`src/rtl/geofence_feeder.sv`:
```
// Self-test source for the geofence engine: streams 7-word point records from a
// pattern ROM, then scores each valid/is_inside reply against the record's golden bit.
module geofence_feeder #(
    parameter int NUM_OBJ = 50,
    parameter int ADDR_W  = 9,
    parameter int TIMEOUT = 4096,
    parameter int CNT_W   = 8
) (
    input  logic              clk,
    input  logic              reset,
    output logic [ADDR_W-1:0] rom_addr,
    input  logic [20:0]       rom_data,
    output logic [9:0]        X,
    output logic [9:0]        Y,
    input  logic              valid,
    input  logic              is_inside,
    output logic [CNT_W-1:0]  pass_cnt,
    output logic [CNT_W-1:0]  fail_cnt,
    output logic [CNT_W-1:0]  err_cnt,
    output logic              timeout,
    output logic              done,
    output logic              all_pass
);

    localparam int OBJ_W  = (NUM_OBJ > 1) ? $clog2(NUM_OBJ) : 1;
    localparam int WAIT_W = $clog2(TIMEOUT) + 1;
    localparam logic [ADDR_W-1:0] LAST_ADDR = ADDR_W'(NUM_OBJ * 7 - 1);
    localparam logic [OBJ_W-1:0]  LAST_OBJ  = OBJ_W'(NUM_OBJ - 1);
    localparam logic [WAIT_W-1:0] LAST_WAIT = WAIT_W'(TIMEOUT - 1);
    localparam logic [CNT_W-1:0]  CNT_MAX   = '1;

    typedef enum logic [1:0] {
        SEND,
        WAIT,
        DONE
    } state_t;

    state_t            state, state_d;
    logic [ADDR_W-1:0] ptr, ptr_d, ptr_inc;
    logic [2:0]        pt_idx, pt_idx_d;
    logic [OBJ_W-1:0]  obj_idx, obj_idx_d;
    logic              golden, golden_d;
    logic [WAIT_W-1:0] wait_cnt, wait_cnt_d;
    logic [9:0]        x_d, y_d;
    logic [CNT_W-1:0]  pass_d, fail_d, err_d;
    logic              timeout_d, done_d, all_pass_d;

    function automatic logic [CNT_W-1:0] sat_inc(input logic [CNT_W-1:0] c);
        return (c == CNT_MAX) ? c : c + 1'b1;
    endfunction

    assign rom_addr = ptr;

    // The pointer parks on the last ROM word so it never wraps to record 0.
    assign ptr_inc = (ptr == LAST_ADDR) ? ptr : ptr + 1'b1;

    assign all_pass_d = done && (pass_cnt == CNT_W'(NUM_OBJ)) &&
                        (fail_cnt == '0) && (err_cnt == '0);

    always_comb begin
        // NOTE: every next-state value defaults to its current value first, so no
        // path through the case statement can leave one unassigned and infer a latch.
        state_d    = state;
        ptr_d      = ptr;
        pt_idx_d   = pt_idx;
        obj_idx_d  = obj_idx;
        golden_d   = golden;
        wait_cnt_d = wait_cnt;
        x_d        = X;
        y_d        = Y;
        pass_d     = pass_cnt;
        fail_d     = fail_cnt;
        err_d      = err_cnt;
        timeout_d  = timeout;
        done_d     = done;

        case (state)
            SEND: begin
                if (valid) err_d = sat_inc(err_cnt);
                x_d   = rom_data[19:10];
                y_d   = rom_data[9:0];
                ptr_d = ptr_inc;
                if (pt_idx == 3'd0) golden_d = rom_data[20];
                if (pt_idx == 3'd6) begin
                    state_d    = WAIT;
                    wait_cnt_d = '0;
                    pt_idx_d   = 3'd0;
                end else begin
                    pt_idx_d = pt_idx + 1'b1;
                end
            end
            WAIT: begin
                wait_cnt_d = wait_cnt + 1'b1;
                if (valid) begin
                    if (is_inside == golden) pass_d = sat_inc(pass_cnt);
                    else                     fail_d = sat_inc(fail_cnt);
                    if (obj_idx == LAST_OBJ) begin
                        state_d = DONE;
                        done_d  = 1'b1;
                    end else begin
                        // Next object point goes out on this same edge: no idle bubble.
                        obj_idx_d = obj_idx + 1'b1;
                        x_d       = rom_data[19:10];
                        y_d       = rom_data[9:0];
                        golden_d  = rom_data[20];
                        ptr_d     = ptr_inc;
                        pt_idx_d  = 3'd1;
                        state_d   = SEND;
                    end
                end else if (wait_cnt == LAST_WAIT) begin
                    fail_d    = sat_inc(fail_cnt);
                    timeout_d = 1'b1;
                    done_d    = 1'b1;
                    state_d   = DONE;
                end
            end
            DONE: begin
                if (valid) err_d = sat_inc(err_cnt);
            end
            default: state_d = SEND;
        endcase
    end

    always_ff @(posedge clk or posedge reset) begin
        if (reset) begin
            state    <= SEND;
            ptr      <= '0;
            pt_idx   <= '0;
            obj_idx  <= '0;
            golden   <= 1'b0;
            wait_cnt <= '0;
            X        <= '0;
            Y        <= '0;
            pass_cnt <= '0;
            fail_cnt <= '0;
            err_cnt  <= '0;
            timeout  <= 1'b0;
            done     <= 1'b0;
            all_pass <= 1'b0;
        end else begin
            // NOTE: non-blocking assignments here so every register samples the
            // pre-edge values computed above, independent of statement order.
            state    <= state_d;
            ptr      <= ptr_d;
            pt_idx   <= pt_idx_d;
            obj_idx  <= obj_idx_d;
            golden   <= golden_d;
            wait_cnt <= wait_cnt_d;
            X        <= x_d;
            Y        <= y_d;
            pass_cnt <= pass_d;
            fail_cnt <= fail_d;
            err_cnt  <= err_d;
            timeout  <= timeout_d;
            done     <= done_d;
            all_pass <= all_pass_d;
        end
    end

endmodule

```
`config.mk`:
```
export PLATFORM = sky130hd
export DESIGN_NAME = geofence_feeder
export DESIGN_NICKNAME = d
export VERILOG_FILES = /design/src/rtl/geofence_feeder.sv
export SDC_FILE = /design/constraint.sdc
export NUM_CORES = 1
export LEC_CHECK = 0
export CORE_ASPECT_RATIO = 2
export CORE_MARGIN = 5
export CORE_UTILIZATION = 51
export DETAILED_ROUTE_END_ITERATION = 8
export GPL_ROUTABILITY_DRIVEN = 1
export GPL_TIMING_DRIVEN = 0
export PLACE_DENSITY = 0.8
export SLEW_MARGIN = 15
export SYNTH_ARGS = -nofsm -noshare
export SYNTH_HDL_FRONTEND = slang
export SYNTH_SLANG_ARGS = --single-unit
```
`constraint.sdc`:
```
create_clock -name clk -period 3.2 [get_ports clk]
set_input_delay 0.64 -clock clk [delete_from_list [all_inputs] [get_ports clk]]
set_output_delay 0.64 -clock clk [all_outputs]
set_load 0.005 [all_outputs]
```
==> qor.yml, run 1 <==
outcome:
  status: "finished, final reports clean"
critical_path:
  r2r-end: "Y[2]"
  arrival_ps: 2540
  cp_top_family: "buffers and inverters"
  cp_num_buf_inv: 3
  path_max_fanout: 10
  worst-endpoint-required_ps: 3410
  path_class: "primary input to flip-flop"
  rr_startpoint: "obj_idx[0]"
  cp-end-kind: "flip-flop"
  reg2reg_slack_ps: 1190
  start_kind: "primary input"
  max_stage_delay_ps: 650
  crit_slowest_cell: "clkdlybuf4s50_1"
  crit_cells: 5
  path_cells: "clkdlybuf4s50_1, inv_2, a221oi_2, buf_2, mux2_2"
  rr_worst_depth: 5
global_route:
  grt_pass1_wl_um: 14400
  antenna_found_initial: 0
  grtUsageTotal: 0.193
  grt_pass1_vias: 3045
  grt-ovfl-total: 0
  grt_max_degree: 58
synthesis:
  synth_warnings: 0
  synth.top_cell.area_share: 0.535
  synth.area.top_cells: "dfrtp_1 (53%), xnor2_1 (6.5%), mux2_2 (6.2%)"
  synth_cells: 327
  yosys_most_used_dff: "dfrtp_1"
  syn_nets: 363
  yosysUniqueCellTypes: 48
  synth_most_common_cell: "dfrtp_1"
  avgSynthCellArea_sq_um: 11.6
  synth_top_cell_by_area: "dfrtp_1"
  synthTopCellsByCount: "dfrtp_1 (81), nand3_1 (31), xnor2_1 (28), mux2_2 (21), nand2_1 (21)"
  netlist_area_sq_um: 3790
  synth_edf_count: 0
  async_reset_ff_frac: 1.00
  ys_seq_area_frac: 0.535
  synth-seq-cells: 81
sta:
  clock.fmax_ghz: 0.430
  rsz0062_at_grt: "false"
  fin_crit_ps: 2330
  finalMaxSlewViolations: 0
  worstMarginPinSlew_ps: 644
  hold_violations: 0
  setup_ws_ps: 874
  fin_skew_ps: 8.90
  finalSetupTns_ps: 0
  setup_violations: 0
  holdWs_ps: 470
  fin_crit_sh: 0.727
  max-slew-margin-rel: 0.566
min_path:
  hold_end: "obj_idx[5]"
  holdCritPathClass: "flip-flop to flip-flop"
  worstHoldStart: "obj_idx[5]"
  whs_path_depth: 1
detailed_routing:
  drtPass1Iterations: 4
  drc: 0
  drt-initial-drc-count: 91
  ant_nets: 0
  wl_per_cell_um: 16.4
  vias: 2873
  viasPerCell: 5.57
  wl_um: 8460
clock_tree:
  clk-insertion-delay-late_ps: 330
  post_cts_buffers: 0
  cts_tree: "built"
  cts-resized-gates: 0
  htreeDepth: 3
  cts_hold_buf: 0
  cts.sinks: 81
  cts-root-buf: "clkbuf_16"
  cts.path.max_buffers: 2
  cts.clk_slew.worst_paths_ps: 60
  numCtsBuffers: 9
floorplanning:
  die_h_um: 132
  io_pins: 81
  start_util: 0.522
  die_width_um: 71.0
  coreArea_sq_um: 7270
  die-area_sq_um: 9360
  std_cell_rows: 44
cells_and_area:
  ff_latch_area_sq_um: 2030
  drive_gt1_frac: 0.127
  antenna_cells: 0
  area_growth_pct: 33.0
  nets: 455
  fillers: 572
  multi_input_area_sq_um: 1680
pwr:
  powerDensity_nw_per_um2: 817
  p_leak_nw: 2.17
  ir_drop_uv: 509
  total_power_mw: 4.12
placement:
  detailed_place_hpwl_um: 6240
  gp_congestion: 0.857
  port_buffers: 80
  post-place-ws_ps: 504
run:
  cap_viol_max_count: 0
==> through the flow <==
| stage | util | cells | instance area [sq um] |
|---|---|---|---|
| 3_3_place_gp | 0.648 | 499 | 4710 |
| 5_1_grt | 0.694 | 516 | 5040 |
| 6_report | 0.694 | 516 | 5040 |
| 3_5_place_dp | 0.652 | 500 | 4740 |
| 4_1_cts | 0.694 | 516 | 5040 |
| 2_1_floorplan | - | 327 | 3790 |
==> worst register-to-register path: stages (launching register included) <==
cell,delay [ps]
dfrtp_1,430
ha_1,240
and3_1,160
a221oi_2,370
buf_2,310
mux2_2,380
==> cell type report <==
class,count,area share
multi-input cells,225,0.333
inverters,15,0.0117
well taps,92,0.0228
plain buffers,6,0.00546
flip-flops and latches,81,0.402
clock buffers,9,0.0447
repair buffers,81,0.164
clock inverters,7,0.0159
==> placed cells by master (no fill, tap or decap), types with 4 or more instances in the layout <==
cell              n
dfrtp_1          81
clkdlybuf4s50_1  80
nand3_1          31
xnor2_1          28
mux2_2           21
nand2_1          21
o21ai_0          15
inv_1            13
ha_1             11
nand4_1          10
and3_1            9
xor2_1            9
clkbuf_16         9
nor4_1            7
nor2_1            6
and4_1            5
buf_2             4
o31ai_1           4
nor3_1            4
==> layer usage <==
layer	wire length [um]	track usage
met5	0	0
met4	283	0.0910
met1	3240	0.212
met3	387	0.0542
met2	4550	0.336
==> worst max path at each step <==
| stage | start | end | slack (ps) |
|---|---|---|---|
| final | valid | Y[2] | 870 |
| after global routing | valid | Y[2] | 790 |
| after CTS | valid | Y[2] | 850 |
| after detailed placement | valid | Y[2] | 500 |
| after global placement | reset | err_cnt[0] | -730 |
| after floorplan | reset | X[0] | 480 |
==> where the power goes <==
part / switching [mW] / internal [mW] / total [mW]
combinational: 0.585 / 0.842 / 1.43
clock: 0.415 / 0.610 / 1.03
sequential: 0.338 / 1.33 / 1.67
==> sequential cells by signal (all words and copies together), names as in the netlist <==
| name | flops |
|---|---|
| golden | 1 |
| obj_idx | 6 |
| fail_cnt | 8 |
| err_cnt | 8 |
| done | 1 |
| all_pass | 1 |
| X | 10 |
| rom_addr | 9 |
| pt_idx | 3 |
| pass_cnt | 8 |
| wait_cnt | 13 |
| Y | 10 |
| timeout | 1 |
| state | 2 |
==> kinds of logic after synthesis <==
group,count (synthesis),share of synthesized area
AND/OR/NAND/NOR,111,0.167
multiplexers,25,0.0743
XOR/XNOR,37,0.0855
AO/OA/AOI/OAI,41,0.0802
buffers and inverters,21,0.0221
adder cells (fa/ha/maj),11,0.0363
flip-flops,81,0.535
(Power assumes the default switching activity.)
==> run 2: changes to the inputs <==
==> constraint.sdc (replaced) <==
create_clock -name clk -period 2.3 [get_ports clk]
set_input_delay 0.46 -clock clk [delete_from_list [all_inputs] [get_ports clk]]
set_output_delay 0.46 -clock clk [all_outputs]
set_load 0.005 [all_outputs]
==> run 2 against run 1 <==
  * Cell count is 0.19% higher
  * Via count is 0.10% higher
  * Sequential power is 39% higher
  * First-iteration DRC count is 29% higher
  * Critical path depth stayed put
  * Core utilization is 1.4 points higher
  * Sequential share of layout area is 0.78 points lower
  * Worst setup slack worse by 680 ps
  * Wire length is 0.84% lower
  * Clock power is 79% higher
  * Hold slack better by 6.7 ps
  * Critical endpoint is now X[0]
==> qor.yml, run 2 (synthesized netlist as in run 1, its figures left out) <==
min_path:
  holdCritPathClass: "flip-flop to flip-flop"
  worstHoldStart: "obj_idx[5]"
cells_and_area:
  finalInstanceArea_sq_um: 5140
  final_common_cell: "dfrtp_1"
  nets: 456
  drive_gt1_frac: 0.129
  largest_register: "wait_cnt"
  layout_common_cells: "dfrtp_1 (81), clkdlybuf4s50_1 (80), nand3_1 (31)"
  largest_register_ffs: 13
  layout.cells.non_filler: 517
  area_growth_pct: 35.7
  fillers: 557
  ff_latch_area_sq_um: 2030
  antenna_cells: 0
  multi_input_area_sq_um: 1680
  reg_top3: "wait_cnt (13), X (10), Y (10)"
detailed_routing:
  vias: 2876
  drtPass1Iterations: 4
  ant_nets: 0
  viasPerCell: 5.56
  drt-initial-drc-count: 117
  wl_per_cell_um: 16.2
  drc: 0
  wl_um: 8390
global_route:
  grt_max_degree: 32
  grtUsageTotal: 0.194
  grt_pass1_wl_um: 14700
  antenna_found_initial: 0
  grt-ovfl-total: 0
  grt_pass1_vias: 3083
critical_path:
  worst-endpoint-required_ps: 2510
  start_kind: "primary input"
  path_max_fanout: 10
  path_cells: "clkdlybuf4s50_1, inv_2, a221oi_2, buf_2, mux2_2"
  cp_num_buf_inv: 3
  max_stage_delay_ps: 650
  rr_startpoint: "fail_cnt[0]"
  cp_top_family: "buffers and inverters"
  startpoint: "valid"
  arrival_ps: 2320
  path_class: "primary input to flip-flop"
  cp-end-kind: "flip-flop"
  crit_slowest_cell: "clkdlybuf4s50_1"
floorplanning:
  std_cell_rows: 44
  die-area_sq_um: 9360
  io_pins: 81
  coreArea_sq_um: 7270
  die_width_um: 71.0
  start_util: 0.522
  die_h_um: 132
clock_tree:
  cts-root-buf: "clkbuf_16"
  cts_hold_buf: 0
  cts.sinks: 81
  cts_tree: "built"
  cts.clk_slew.worst_paths_ps: 60
  cts.path.max_buffers: 2
  cts-resized-gates: 0
  htreeDepth: 3
  numCtsBuffers: 9
  post_cts_buffers: 0
  clk-insertion-delay-late_ps: 330
pwr:
  powerDensity_nw_per_um2: 1200
  ir_drop_uv: 744
  p_leak_nw: 2.22
placement:
  port_buffers: 80
  detailed_place_hpwl_um: 6170
  postPlaceCellArea_sq_um: 4750
  gp_congestion: 0.863
  placed_cells: 501
sta:
  clock.fmax_ghz: 0.475
  max-slew-margin-rel: 0.546
  worstMarginPinSlew_ps: 674
  fin_crit_ps: 2110
  finalMaxSlewViolations: 0
  rsz0062_at_grt: "false"
  setup_violations: 0
  fin_skew_ps: 5.70
  hold_violations: 0
  fin_crit_sh: 0.916
outcome:
  status: "finished, final reports clean"
run:
  cap_viol_max_count: 0
## run 2: report_power, final
group	switching, mW	internal (mW)
combinational	0.822	1.17
clock	0.557	1.28
sequential	0.471	1.85
## run 2: area by class of cell
| type | count | share of cell area |
|---|---|---|
| Sequential cell | 81 | 0.394 |
| Multi-Input combinational cell | 225 | 0.327 |
| Timing Repair Buffer | 82 | 0.164 |
| Clock buffer | 9 | 0.0438 |
| Clock inverter | 7 | 0.0324 |
| Tap cell | 92 | 0.0224 |
| Inverter | 15 | 0.0117 |
| Buffer | 6 | 0.00535 |
## run 2: path summary, 6_finish.rpt
path                       slack [ps]  cells past startpoint          end
setup / recovery                  190                      5         X[0]
hold / removal                    480                      1   obj_idx[5]
setup reg to reg                  300                      5  fail_cnt[1]
hold reg to reg                   480                      1   obj_idx[5]
max in group asynchronous        1050                      4  rom_addr[8]
min in group asynchronous         520                      2         X[9]
## run 2: stage by stage
stage	utilization	setup slack, ps	total power [mW]	hold slack (ps)	setup TNS, ps
final	0.707	193	6.15	476	0
after global placement	0.648	-164	4.25	453	-3420
after global routing	0.707	92.2	6.54	500	0
after floorplan	-	480	3.32	438	0
after detailed placement	0.654	-185	4.35	467	-3860
after CTS	0.707	169	6.23	479	0
## run 2: layer usage
metal | track usage | part of all wire | wire [um]
met1 | 0.227 | 0.40 | 3350
met2 | 0.328 | 0.52 | 4380
met3 | 0.0527 | 0.055 | 459
met4 | 0.0826 | 0.025 | 206
met5 | 0 | 0 | 0
